**config.mk**
```make
export PLATFORM = sky130hd
export DESIGN_NAME = instr_fetch_unit
export DESIGN_NICKNAME = d
export VERILOG_FILES = /design/src/rtl/instr_fetch_unit.sv
export SDC_FILE = /design/constraint.sdc
export NUM_CORES = 1
export LEC_CHECK = 0
export ABC_AREA = 1
export ABC_CLOCK_PERIOD_IN_PS = 3300
export BUFFER_PORTS_ARGS = -buffer_cell sky130_fd_sc_hd__buf_2
export CAP_MARGIN = 25
export CORE_ASPECT_RATIO = 1.2
export CORE_MARGIN = 1.5
export CORE_UTILIZATION = 52
export CTS_BUF_LIST = sky130_fd_sc_hd__clkbuf_4
export DETAILED_ROUTE_END_ITERATION = 12
export PLACE_DENSITY = 0.82
export SYNTH_ARGS = -nofsm -noshare
export SYNTH_HDL_FRONTEND = slang
export SYNTH_SLANG_ARGS = --single-unit
```
**constraint.sdc**
```tcl
create_clock -name clk_i -period 3.3 [get_ports clk_i]
set_input_delay 0.66 -clock clk_i [delete_from_list [all_inputs] [get_ports clk_i]]
set_output_delay 0.66 -clock clk_i [all_outputs]
set_load 0.01 [all_outputs]
```
**src/rtl/instr_fetch_unit.sv**
```systemverilog
// instr_fetch_unit
//   Fetch stage for the multi-cycle MIPS core. It holds the PC, runs a
//   req/ack handshake to instruction memory, presents the fetched word to the
//   main control decoder, and picks the next PC when execute commits. Only one
//   instruction is in flight at a time. The unit also counts retired
//   instructions.
//
// Ports
//   clk_i          clock; all state changes on the rising edge
//   rst_i          asynchronous, active-low reset
//   imem_req_o     fetch request; held high until imem_ack_i
//   imem_addr_o    fetch address (always equal to pc_o)
//   imem_ack_i     memory returns imem_rdata_i this cycle
//   imem_rdata_i   instruction word, valid with imem_ack_i
//   instr_o        latched instruction (op = [31:26], funct = [5:0])
//   instr_valid_o  instr_o holds the current instruction
//   pc_o           PC of the current instruction
//   pc_plus4_o     pc_o + 4 (jal link value)
//   commit_i       execute finished; next-PC inputs are valid
//   Jump_i         00 j/jal, 01 sequential/branch, 10 jr, 11 same as 01
//   Branch_i       instruction is a conditional branch
//   BranchType_i   00 beq, 01 ble, 10 blt, 11 bne
//   zero_i         ALU result is zero
//   neg_i          ALU result MSB
//   imm_sext_i     sign-extended 16-bit immediate
//   rs_data_i      register rs value (jr target)
//   misalign_o     sticky: a jr target had nonzero low bits
//   retired_o      number of committed instructions (wraps)
module instr_fetch_unit #(
  parameter logic [31:0] RESET_PC = 32'h0000_0000,
  parameter int unsigned CNT_W    = 16
) (
  input  logic             clk_i,
  input  logic             rst_i,
  output logic             imem_req_o,
  output logic [31:0]      imem_addr_o,
  input  logic             imem_ack_i,
  input  logic [31:0]      imem_rdata_i,
  output logic [31:0]      instr_o,
  output logic             instr_valid_o,
  output logic [31:0]      pc_o,
  output logic [31:0]      pc_plus4_o,
  input  logic             commit_i,
  input  logic [1:0]       Jump_i,
  input  logic             Branch_i,
  input  logic [1:0]       BranchType_i,
  input  logic             zero_i,
  input  logic             neg_i,
  input  logic [31:0]      imm_sext_i,
  input  logic [31:0]      rs_data_i,
  output logic             misalign_o,
  output logic [CNT_W-1:0] retired_o
);

  typedef enum logic {
    FETCH = 1'b0,
    HOLD  = 1'b1
  } state_e;

  state_e            state_q;
  logic              req_q;
  logic [31:0]       pc_q;
  logic [31:0]       instr_q;
  logic              valid_q;
  logic              misalign_q;
  logic [CNT_W-1:0]  retired_q;

  logic [31:0]       pc_plus4;
  logic [31:0]       br_off;
  logic              br_taken;
  logic [31:0]       next_pc;

  assign pc_plus4 = pc_q + 32'd4;
  assign br_off   = imm_sext_i << 2;

  always_comb begin
    br_taken = 1'b0;
    unique case (BranchType_i)
      2'b00: br_taken = zero_i;
      2'b01: br_taken = zero_i | neg_i;
      2'b10: br_taken = neg_i;
      2'b11: br_taken = ~zero_i;
    endcase
  end

  always_comb begin
    next_pc = pc_plus4;
    unique case (Jump_i)
      2'b00:   next_pc = {pc_plus4[31:28], instr_q[25:0], 2'b00};
      2'b10:   next_pc = {rs_data_i[31:2], 2'b00};
      default: next_pc = (Branch_i && br_taken) ? (pc_plus4 + br_off) : pc_plus4;
    endcase
  end

  // The request is a register so it stays low throughout reset even though
  // the state resets to FETCH; it rises on the first edge after release and
  // on the edge that accepts a commit.
  always_ff @(posedge clk_i or negedge rst_i) begin
    if (!rst_i) begin
      state_q    <= FETCH;
      req_q      <= 1'b0;
      pc_q       <= RESET_PC;
      instr_q    <= '0;
      valid_q    <= 1'b0;
      misalign_q <= 1'b0;
      retired_q  <= '0;
    end else begin
      unique case (state_q)
        FETCH: begin
          if (!req_q) begin
            req_q <= 1'b1;
          end else if (imem_ack_i) begin
            instr_q <= imem_rdata_i;
            valid_q <= 1'b1;
            req_q   <= 1'b0;
            state_q <= HOLD;
          end
        end
        HOLD: begin
          if (commit_i) begin
            pc_q      <= next_pc;
            valid_q   <= 1'b0;
            retired_q <= retired_q + CNT_W'(1);
            req_q     <= 1'b1;
            state_q   <= FETCH;
            if (Jump_i == 2'b10 && rs_data_i[1:0] != 2'b00) begin
              misalign_q <= 1'b1;
            end
          end
        end
      endcase
    end
  end

  assign imem_req_o    = req_q;
  assign imem_addr_o   = pc_q;
  assign pc_o          = pc_q;
  assign pc_plus4_o    = pc_plus4;
  assign instr_o       = instr_q;
  assign instr_valid_o = valid_q;
  assign misalign_o    = misalign_q;
  assign retired_o     = retired_q;

endmodule

```
Word level (Yosys, flattened, before mapping)
Cells that the tools add are included.
- flip-flop bits (word level): 84
- logic and storage cells: 44
- output and inout bits: 147
- bits of input ports: 107
- reduce and logical (&&, ||, !) cells: 9
- add/subtract/negate cells: 3
- bitwise operators: 3
- multiplexer cells: 15
- equal/unequal tests: 7
- operators with widths (cell ; count):
    32-bit one-hot mux with 2 select lines ; 1
    32-bit by 3-bit adder with 32-bit output, second input constant ; 1
    32-bit adder ; 1
    32-bit 2-to-1 mux ; 1
    16-bit by 1-bit adder with 16-bit output, second input constant ; 1
    1-bit 2-to-1 mux ; 9
    3-bit AND reduction ; 3
    2-bit equality test, second input constant ; 3
    2-bit != test, second input constant ; 3
    1-bit one-hot mux with 2 select lines ; 3
    2-bit zero test ; 2
    1-bit one-hot mux with 4 select lines ; 1
    2-bit by 1-bit equality test with 1-bit output, second input constant ; 1
    1-bit logical AND ; 2
    1-bit inverter ; 2
    2-bit AND reduction ; 1
    2-bit nonzero test ; 1
    1-bit OR ; 1

Depth between registers and ports, before layout
Gate-level depths: netlist of run 1.
- depth in word-level cells: 5
- depth in mapped cells: 22
- depth with buffers taken out: 22

Worst setup path after synthesis of run 1
No wires, ideal clock.
- path type: register to register
- start point: register pc_q[3], in the netlist imem_addr_o[3]
- end point: register pc_q[15], in the netlist imem_addr_o[15]
- required time: 3.171 ns
- setup time: 0.129 ns
- arrival time: 2.715 ns
- path buffers: 0
- setup slack: 0.457 ns
- period minus slack after synthesis: 2.843 ns
- cell stages (with the launch flop): 20
- path through: dfrtp_1 -> ha_1 -> inv_1 -> nor2_1 -> inv_1 -> nor2_1 -> xor2_1 -> inv_1 -> ha_1 -> nand2_1 -> inv_1 -> nand2_1 -> nand3_1 -> a21oi_1 -> nand2_1 -> or2_2 -> nand3_1 -> nand2_1 -> nand2_1 -> a21oi_1
- word-level cells in the longest chain between the ends: 4
- ends and longest elaborated chain (item ; RTL line ; text):
    from (decl) ; 62 ; logic [31:0] pc_q;
    from (signal assigned) ; 121 ; pc_q <= next_pc;
    32-bit by 3-bit adder with 32-bit output ; 73 ; assign pc_plus4 = pc_q + 32'd4;
    named net pc_plus4_o[14] ; 42 ; output logic [31:0] pc_plus4_o,
    32-bit adder ; 91 ; default: next_pc = (Branch_i && br_taken) ? (pc_plus4 + br_off) : pc_plus4;
    32-bit 2-to-1 mux ; 91 ;
    32-bit one-hot mux with 2 select lines ; 88 ; unique case (Jump_i)
The timed path passes the listed nets, and every way through them passes these cells.
A chain may end at the register's enable or synchronous reset.

Final worst setup path of run 1
- start point: register pc_q[2], in the netlist imem_addr_o[2]
- end point: register pc_q[20], in the netlist imem_addr_o[20]
- word-level cells in the longest chain between the ends: 4
- ends and longest elaborated chain (item ; RTL line):
    32-bit by 3-bit adder with 32-bit output * ; 73
    32-bit adder ; 91
    32-bit 2-to-1 mux * ; 91
    32-bit one-hot mux with 2 select lines * ; 88
Every way passes the cells marked *; elsewhere a longest branch is shown, timed or not.

==> key figures, run 1 <==
Outcome
  – Run status: finished clean

Synth
  – Yosys warnings: 0
  – Number of synthesized register bits: 82
  – Number of distinct library cells after synthesis: 42
  – Post-synth top flop: sky130_fd_sc_hd__dfrtp_1
  – Post-synthesis sequential area ratio: between 20% and 30%
  – Post-synthesis async set-or-reset flop share: 100%
  – Netlist Area Pre-Place: 0.00712 mm^2
  – Gate count of the mapped netlist: 1034
  – Number of synthesized flops with an enable pin: 0
  – Post-synthesis area per instance: 6.88 um^2

Floorplanning
  – Effective utilization at floorplan: 53.5%
  – Number of cell rows: 46
  – Die Span Y: 131 um
  – Count of pins on the block boundary: 254
  – Die W: 110 um
  – Area of the die: 0.0144 mm^2
  – Total core area: approximately 0.013 mm^2

Route
  – Post-DR vias/cell: roughly 5.4
  – Drt pass-1 iters: 6
  – DR iter-0 viols: 580
  – DR vias: 7811
  – Average routed wire per standard cell: 16.6 um
  – Antenna-violating nets left: 0
  – DRC violations left: 0
  – Routed wire length: 24000 um

Power
  – VDD IR max: 0.591 mV
  – Leak pwr: 0.00478 uW
  – Power per standard cell area: around 950 mW/mm^2

CTS
  – Root buf cell: sky130_fd_sc_hd__clkbuf_4
  – Clock transition at the registers of the reported paths: 0.13 ns
  – TritonCTS clock tree: done
  – CTS max path bufs: 2
  – Worst-skew pair later-pin latency: 0.44 ns
  – Maximum level of the CTS H-tree: 3
  – Sinks on the clock net: 82
  – Number of buffers added by the clock tree synthesis step: 9

Placement
  – Port Buffer Count: between 200 and 250
  – DP Worst Slack: ~0.047 ns
  – Global placer's final weighted congestion: 0.941
  – Placed wire-length estimate: 18700 um
  – Number of cells after detailed placement: 1418
  – Instance area after placement: 0.00839 mm^2

Critical path
  – Origin of the critical flop-to-flop path: imem_addr_o[2]
  – Worst setup path class: flop to flop
  – Crit path arrival time: about 3.5 ns
  – Setup crit start kind: flop
  – Most numerous cell on the critical path: sky130_fd_sc_hd__nand2_1
  – Series of cell instances along the critical path: ha_2 -> inv_1 -> nor2_2 -> nand2_1 -> nor2_1 -> xor2_2 -> inv_1 -> ha_4 -> nand2_1 -> o21ai_0 -> inv_1 -> nand2_1 -> inv_1 -> nand2_1 -> nand2_1 -> nand3_1 -> nand2_1 -> a21oi_1
  – Number of cells on the worst reg-to-reg path: 18
  – CP required: 3.65 ns
  – Largest fanout on the critical path: 6
  – Crit path largest cell delay: 0.44 ns
  – Setup crit end kind: flop
  – Register-to-register setup slack: 0.16 ns
  – Cell with the largest stage delay on the worst path: sky130_fd_sc_hd__dfrtp_2
  – R2r endpoint: imem_addr_o[20]

Final layout
  – Total area of multi-input combinational cells: 0.00434 mm^2
  – Layout Nets: 1416
  – Share of post-route cells with drive strength above 1: 30.7%
  – Total area of sequential cells: 0.00207 mm^2
  – Post-route insts no fill: around 1400
  – Post-synthesis to final-layout area growth: 24.0%
  – Fill cells: 1174
  – Layout Cell Area excl Fill: 0.00882 mm^2

Job
  – Max-capacitance violation count: 0

Global route
  – Total routing usage reported by global routing: 32.7%
  – Vias in the first global route: around 7200
  – Pin count of the biggest net entering global routing: 83
  – Global-route wire length before repair: between 30000 and 40000 um
  – Initial antenna violation count: 1
  – Total gr overflow: 0

STA
  – Total setup violations reported at the end of the flow: 0
  – Actual transition at the worst max-transition pin: just under 1 ns
  – Remaining max-slew budget at the tightest pin: 35.7%
  – Final Hold Vio Count: 0
  – Worst clock skew: 0.0179 ns
  – Max Freq: 319 MHz
  – Setup slack of the critical path after layout: 0.165 ns
  – Min cycle time layout: 3.14 ns
  – Total negative slack: 0 ns
  – Max-slew violations: 0
  – Final worst-path cycle share: 95.0%

Hold path
  – Worst min-delay path category: input port to async pin
Yosys cell counts (3+ instances only):
cell / count / area (um^2)
sky130_fd_sc_hd__a21o_1: 4 / 30.0
sky130_fd_sc_hd__buf_2: 8 / 40.0
sky130_fd_sc_hd__a221oi_1: 19 / 166
sky130_fd_sc_hd__nor2_1: 103 / 387
sky130_fd_sc_hd__or2_2: 4 / 25.0
sky130_fd_sc_hd__xor2_1: 26 / 228
sky130_fd_sc_hd__ha_1: 36 / 450
sky130_fd_sc_hd__nand2_1: 292 / 1100
sky130_fd_sc_hd__mux2_2: 31 / 349
sky130_fd_sc_hd__o211ai_1: 5 / 37.5
sky130_fd_sc_hd__a21oi_1: 70 / 350
sky130_fd_sc_hd__nor2_2: 6 / 37.5
sky130_fd_sc_hd__nand3_1: 59 / 295
sky130_fd_sc_hd__buf_4: 36 / 270
sky130_fd_sc_hd__nand3_2: 5 / 50.1
sky130_fd_sc_hd__nand3b_1: 6 / 45.0
sky130_fd_sc_hd__nand4_1: 16 / 100
sky130_fd_sc_hd__inv_1: 136 / 510
sky130_fd_sc_hd__and2_1: 3 / 18.8
sky130_fd_sc_hd__o21bai_1: 5 / 37.5
sky130_fd_sc_hd__o21ai_0: 22 / 110
sky130_fd_sc_hd__nor3_1: 8 / 40.0
sky130_fd_sc_hd__a22oi_1: 3 / 22.5
sky130_fd_sc_hd__dfrtp_1: 82 / 2050
sky130_fd_sc_hd__xnor2_1: 16 / 140
sky130_fd_sc_hd__clkbuf_1: 13 / 48.8
worst max-delay path: cells and delay by family, from the launching register on:
| family | cells | cell delay [ns] |
|---|---|---|
| DFF | 1 | 0.44 |
| and+or+nand+nor | 9 | 0.99 |
| xor gates and xnor gates | 1 | 0.23 |
| buffers and inverters | 4 | 0.36 |
| adders and majority gates | 2 | 0.54 |
| AOI/OAI and AO/OA | 2 | 0.49 |
per-stage QoR:
stage | power (uW) | hold WS, ns | util, %
after global routing | 9070 | 0.00393 | 66.4
after global placement | 7260 | 0.450 | 63.1
after detailed placement | 7360 | 0.453 | 63.1
after CTS | 8040 | 0.405 | 64.3
after floorplan | 5560 | 0.364 | -
final | 8420 | 0.0228 | 66.4
cells in the final DEF, fill, tap and decap left out, drive strengths merged, types with 2 or more instances in the layout:
cell type / n
clkinv: 5
xnor2: 16
a21oi: 70
clkbuf: 10
buf: 281
inv: 136
nand3b: 6
a21o: 4
nand4: 17
ha: 36
nor3: 8
nand2: 294
bufinv: 2
a41oi: 2
o21ai: 22
o211ai: 5
a221oi: 19
xor2: 26
nor2: 111
and2: 3
a31oi: 2
o21bai: 5
dfrtp: 82
or2: 4
nand3: 64
conb: 6
a22oi: 3
mux2: 31
worst max path at each step:
stage          slack (ns)  depth (start not counted)             from               to
6_report             0.16                         18   imem_addr_o[2]  imem_addr_o[20]
5_1_grt             -0.06                         17  imem_addr_o[15]  imem_addr_o[20]
4_1_cts              0.06                         17   imem_addr_o[2]  imem_addr_o[24]
3_5_place_dp         0.05                         19   imem_addr_o[2]  imem_addr_o[16]
3_3_place_gp         0.08                         19   imem_addr_o[2]  imem_addr_o[16]
2_1_floorplan        0.46                         19   imem_addr_o[3]  imem_addr_o[15]
power breakdown:
group	internal (uW)	switching [uW]
registers	1450	552
clock network	311	344
logic	2260	3510
total	4020	4400
logic make-up (layout without fill, tap and decap cells):
family          Yosys count  after routing  share of synthesized area, %
simple gates            509            509                          30.5
mux                      31             31                          4.90
xor+xnor                 42             42                          5.17
buf+inv                 197            435                          12.6
other cells               1              7                        0.0527
fa+ha+maj                37             37                          6.61
compound gates          135            135                          11.4
flops                    82             82                          28.8
sequential cells by signal, indices dropped and copies added (netlist names):
register,flops
instr_o,32
retired_o,16
state_q,1
misalign_o,1
imem_req_o,1
imem_addr_o,30
instr_valid_o,1
cell type report:
cell class / instances / share of cell area (%)
Multi-Input combinational cell: 760 / 49.2
Sequential cell: 82 / 23.5
Timing Repair Buffer: 281 / 17.2
Inverter: 138 / 5.93
Tap cell: 168 / 2.38
Clock inverter: 6 / 0.922
Clock buffer: 10 / 0.851
Antenna cell: 1 / 0.0284
routing by layer:
metal	share of wire, %	global-route usage [%]
met5	0	0
met4	3.2	11.8
met3	6.2	3.92
met2	50	55.2
met1	41	42.4
timing repair:
| action | in CTS | in global routing |
|---|---|---|
| endpoints found under the setup margin | 1 | 23 |
| pin swaps | 0 | 1 |
| setup buffers | 0 | 10 |
| gates resized for setup | 1 | 50 |
| hold buffers | 0 | 0 |
Power figures use the tool's default switching activity.
==> inputs of run 2 (changes only) <==
Settings changed: GPL_TIMING_DRIVEN set to 0, MAX_ROUTING_LAYER set to met4.
==> run 2 against run 1 <==
Combinational power up 3%. Clock skew down 0.0050 ns. First-iteration DRC count up 5.2%. Clock-buffer cell count unchanged. Routed wire length up 2.5%. Sequential cell count unchanged. Highest routed layer unchanged.
==> key figures, run 2 (synthesis results as in run 1) <==
Outcome
  – Run status: finished clean (unchanged)

Critical path
  – CP required: 3.69 ns (was 3.65 ns)
  – Worst setup path class: flop to flop (unchanged)
  – Setup crit end kind: flop (unchanged)
  – Critical Path Stages: 17 (was 18)
  – Crit path largest cell delay: 0.47 ns (was 0.44 ns)
  – Crit path from: imem_addr_o[9] (was imem_addr_o[2])
  – Number of cells on the worst reg-to-reg path: 17 (was 18)
  – Setup crit start kind: flop (unchanged)
  – Largest fanout on the critical path: 6 (unchanged)
  – Origin of the critical flop-to-flop path: imem_addr_o[9] (was imem_addr_o[2])
  – R2r endpoint: imem_addr_o[14] (was imem_addr_o[20])
  – Register-to-register setup slack: 0.16 ns (about the same)
  – Cell with the largest stage delay on the worst path: sky130_fd_sc_hd__dfrtp_2 (unchanged)
  – Delay-heaviest family, CP: simple AND/OR/NAND/NOR gates (unchanged)
  – Series of cell instances along the critical path: nand2_1 -> nor2_1 -> nand2_1 -> nor2_1 -> xor2_1 -> inv_1 -> ha_1 -> nand2_1 -> o21bai_1 -> inv_1 -> nand3_1 -> nand2_1 -> nand3_1 -> nand3_1 -> o21ai_0 -> nand2_1 -> nand2_1 (was ha_2 -> inv_1 -> nor2_2 -> nand2_1 -> nor2_1 -> xor2_2 -> inv_1 -> ha_4 -> nand2_1 -> o21ai_0 -> inv_1 -> nand2_1 -> inv_1 -> nand2_1 -> nand2_1 -> nand3_1 -> nand2_1 -> a21oi_1)
  – Crit path arrival time: 3.52 ns (was 3.48 ns)
  – Most numerous cell on the critical path: sky130_fd_sc_hd__nand2_1 (unchanged)
  – Worst path bufs/invs: 2 (was 4)

STA
  – Max Freq: 319 MHz (about the same)
  – Setup slack of the critical path after layout: 0.165 ns (about the same)
  – Max-slew violations: 0 (unchanged)
  – Total negative slack: 0 ns (unchanged)
  – Min cycle time layout: 3.14 ns (about the same)
  – Actual transition at the worst max-transition pin: 0.619 ns (was 0.963 ns)
  – Total setup violations reported at the end of the flow: 0 (unchanged)
  – Final Hold Vio Count: 0 (unchanged)
  – Worst-case hold slack: 0.101 ns (was 0.0228 ns)
  – Remaining max-slew budget at the tightest pin: 58.7% (was 35.7%)
  – Final worst-path cycle share: 95.0% (about the same)
  – Worst clock skew: 0.0129 ns (was 0.0179 ns)

Final layout
  – Commonest non-fill, non-tap cells in the layout: sky130_fd_sc_hd__nand2_1, sky130_fd_sc_hd__buf_2, sky130_fd_sc_hd__inv_1, sky130_fd_sc_hd__nor2_1, sky130_fd_sc_hd__a21oi_1 (unchanged)
  – Most frequent standard cell in the layout excluding fill and tap cells: sky130_fd_sc_hd__nand2_1 (unchanged)
  – Post-synthesis to final-layout area growth: 27.5% (was 24.0%)
  – Share of post-route cells with drive strength above 1: 32.2% (was 30.7%)
  – Layout Cell Area excl Fill: 0.00907 mm^2 (was 0.00882 mm^2)
  – Layout Nets: 1454 (was 1416)
  – Post-Route Utilization: 68.2% (was 66.4%)
  – Number of flip-flops in the largest register: 32 (unchanged)

Floorplanning
  – Die W: 110 um (unchanged)
  – Number of cell rows: 46 (unchanged)
  – Die Span Y: 131 um (unchanged)
  – Area of the die: 0.0144 mm^2 (unchanged)
  – Total core area: 0.0133 mm^2 (unchanged)
  – Effective utilization at floorplan: 53.5% (unchanged)
  – Count of pins on the block boundary: 254 (unchanged)

CTS
  – Clock transition at the registers of the reported paths: 0.12 ns (was 0.13 ns)
  – Number of buffers added by the clock tree synthesis step: 9 (unchanged)
  – Sinks on the clock net: 82 (unchanged)
  – Maximum level of the CTS H-tree: 3 (unchanged)
  – Root buf cell: sky130_fd_sc_hd__clkbuf_4 (unchanged)
  – Worst-skew pair later-pin latency: 0.45 ns (was 0.44 ns)
  – TritonCTS clock tree: done (unchanged)
  – Post-CTS Hold Fix Bufs: 0 (unchanged)
  – CTS max path bufs: 2 (unchanged)

Global route
  – Initial antenna violation count: 1 (unchanged)
  – Vias in the first global route: 7648 (was 7231)
  – Total routing usage reported by global routing: 35.2% (was 32.7%)
  – Pin count of the biggest net entering global routing: 60 (was 83)
  – Total gr overflow: 0 (unchanged)
  – Global-route wire length before repair: 38000 um (was 36400 um)

Route
  – Post-DR vias/cell: 5.36 (was 5.40)
  – DR iter-0 viols: 610 (was 580)
  – Routed wire length: 24600 um (was 24000 um)
  – DRC violations left: 0 (unchanged)
  – DR vias: 7957 (was 7811)
  – Antenna-violating nets left: 0 (unchanged)
  – Average routed wire per standard cell: 16.6 um (about the same)
  – Drt pass-1 iters: 6 (unchanged)

Power
  – Power share of the clock group: 8.5% (was 7.8%)
  – Switching fraction of total power: 51.4% (was 52.3%)
  – Total internal power: 4230 uW (was 4020 uW)
  – Leak pwr: 0.00492 uW (was 0.00478 uW)
  – Switching Power: 4470 uW (was 4400 uW)
  – VDD IR max: 0.693 mV (was 0.591 mV)
  – Combinational Power Share: 68.0% (was 68.4%)
  – Power per standard cell area: 959 mW/mm^2 (was 954 mW/mm^2)
  – Part of the total power dissipated in sequential elements: 23.6% (was 23.8%)

Placement
  – DP Worst Slack: -0.0956 ns (was 0.0472 ns)
  – Instance area after placement: 0.00860 mm^2 (was 0.00839 mm^2)
  – Port Buffer Count: 245 (unchanged)
  – Global placer's final weighted congestion: 1.01 (was 0.941)
  – Placed wire-length estimate: 20200 um (was 18700 um)

Job
  – Max-capacitance violation count: 0 (unchanged)

Hold path
  – Worst min-delay path category: input port to async pin (unchanged)
==> run 2: cell types whose count changed in the layout (fill, tap and decap cells not counted), sizes merged <==
cell,delta
clkinvlp,-1
buf,+25
clkbuf,+13
bufinv,+1
==> run 2: cell type report <==
type	instances	area, um^2
multi-input combinational	760	4350
fill	1208	4220
sequential	82	2070
timing repair buffer	260	1360
inverter	138	523
buffer	59	374
tap	168	210
clock inverter	6	105
clock buffer	10	75.1
antenna	1	2.50
==> run 2: metal layers <==
metal | vias to the layer above | GRT usage, % | part of all wire [%]
met5 | - | - | 0
met4 | 0 | 15.5 | 4.3
met3 | 67 | 3.57 | 6.1
met2 | 364 | 58.6 | 50
met1 | 3678 | 42.5 | 39
li1 | 3848 | - | -
==> run 2: stage by stage <==
step | total power [uW] | instances
floorplan | 5560 | 1039
global placement | 7450 | 1452
detailed placement | 7550 | 1453
CTS | 8320 | 1469
global route | 9360 | 1484
finish | 8700 | 1484
==> run 2: how the worst max path moves through the flow <==
| stage | endpoint | slack, ns |
|---|---|---|
| after floorplan | imem_addr_o[15] | 0.46 |
| after global placement | imem_addr_o[15] | -0.08 |
| after detailed placement | imem_addr_o[29] | -0.1 |
| after CTS | imem_addr_o[15] | 0.01 |
| after global routing | imem_addr_o[22] | -0.11 |
| final | imem_addr_o[14] | 0.16 |
==> run 2: timing repair <==
item	in CTS	in global routing
buffers inserted	0	14
endpoints found under the setup margin	11	20
pin swaps	0	3
gates resized for setup	9	50
==> run 2: power by group through the flow <==
| stage | Sequential [uW] | Combinational, uW | Clock, uW |
|---|---|---|---|
| 2_1_floorplan | 2070 | 3490 | 0 |
| 3_3_place_gp | 2040 | 5400 | 0 |
| 3_5_place_dp | 2060 | 5490 | 0 |
| 4_1_cts | 2050 | 5530 | 740 |
| 5_1_grt | 2110 | 6470 | 778 |
| 6_report | 2050 | 5910 | 736 |
==> run 2: worst register-to-register path: stages (launching register included) <==
cell and delay [ns]:
sky130_fd_sc_hd__dfrtp_2 0.47, sky130_fd_sc_hd__nand2_1 0.14, sky130_fd_sc_hd__nor2_1 0.22, sky130_fd_sc_hd__nand2_1 0.08, sky130_fd_sc_hd__nor2_1 0.20, sky130_fd_sc_hd__xor2_1 0.21
sky130_fd_sc_hd__inv_1 0.11, sky130_fd_sc_hd__ha_1 0.39, sky130_fd_sc_hd__nand2_1 0.12, sky130_fd_sc_hd__o21bai_1 0.27, sky130_fd_sc_hd__inv_1 0.12, sky130_fd_sc_hd__nand3_1 0.13
sky130_fd_sc_hd__nand2_1 0.07, sky130_fd_sc_hd__nand3_1 0.09, sky130_fd_sc_hd__nand3_1 0.14, sky130_fd_sc_hd__o21ai_0 0.16, sky130_fd_sc_hd__nand2_1 0.09, sky130_fd_sc_hd__nand2_1 0.07
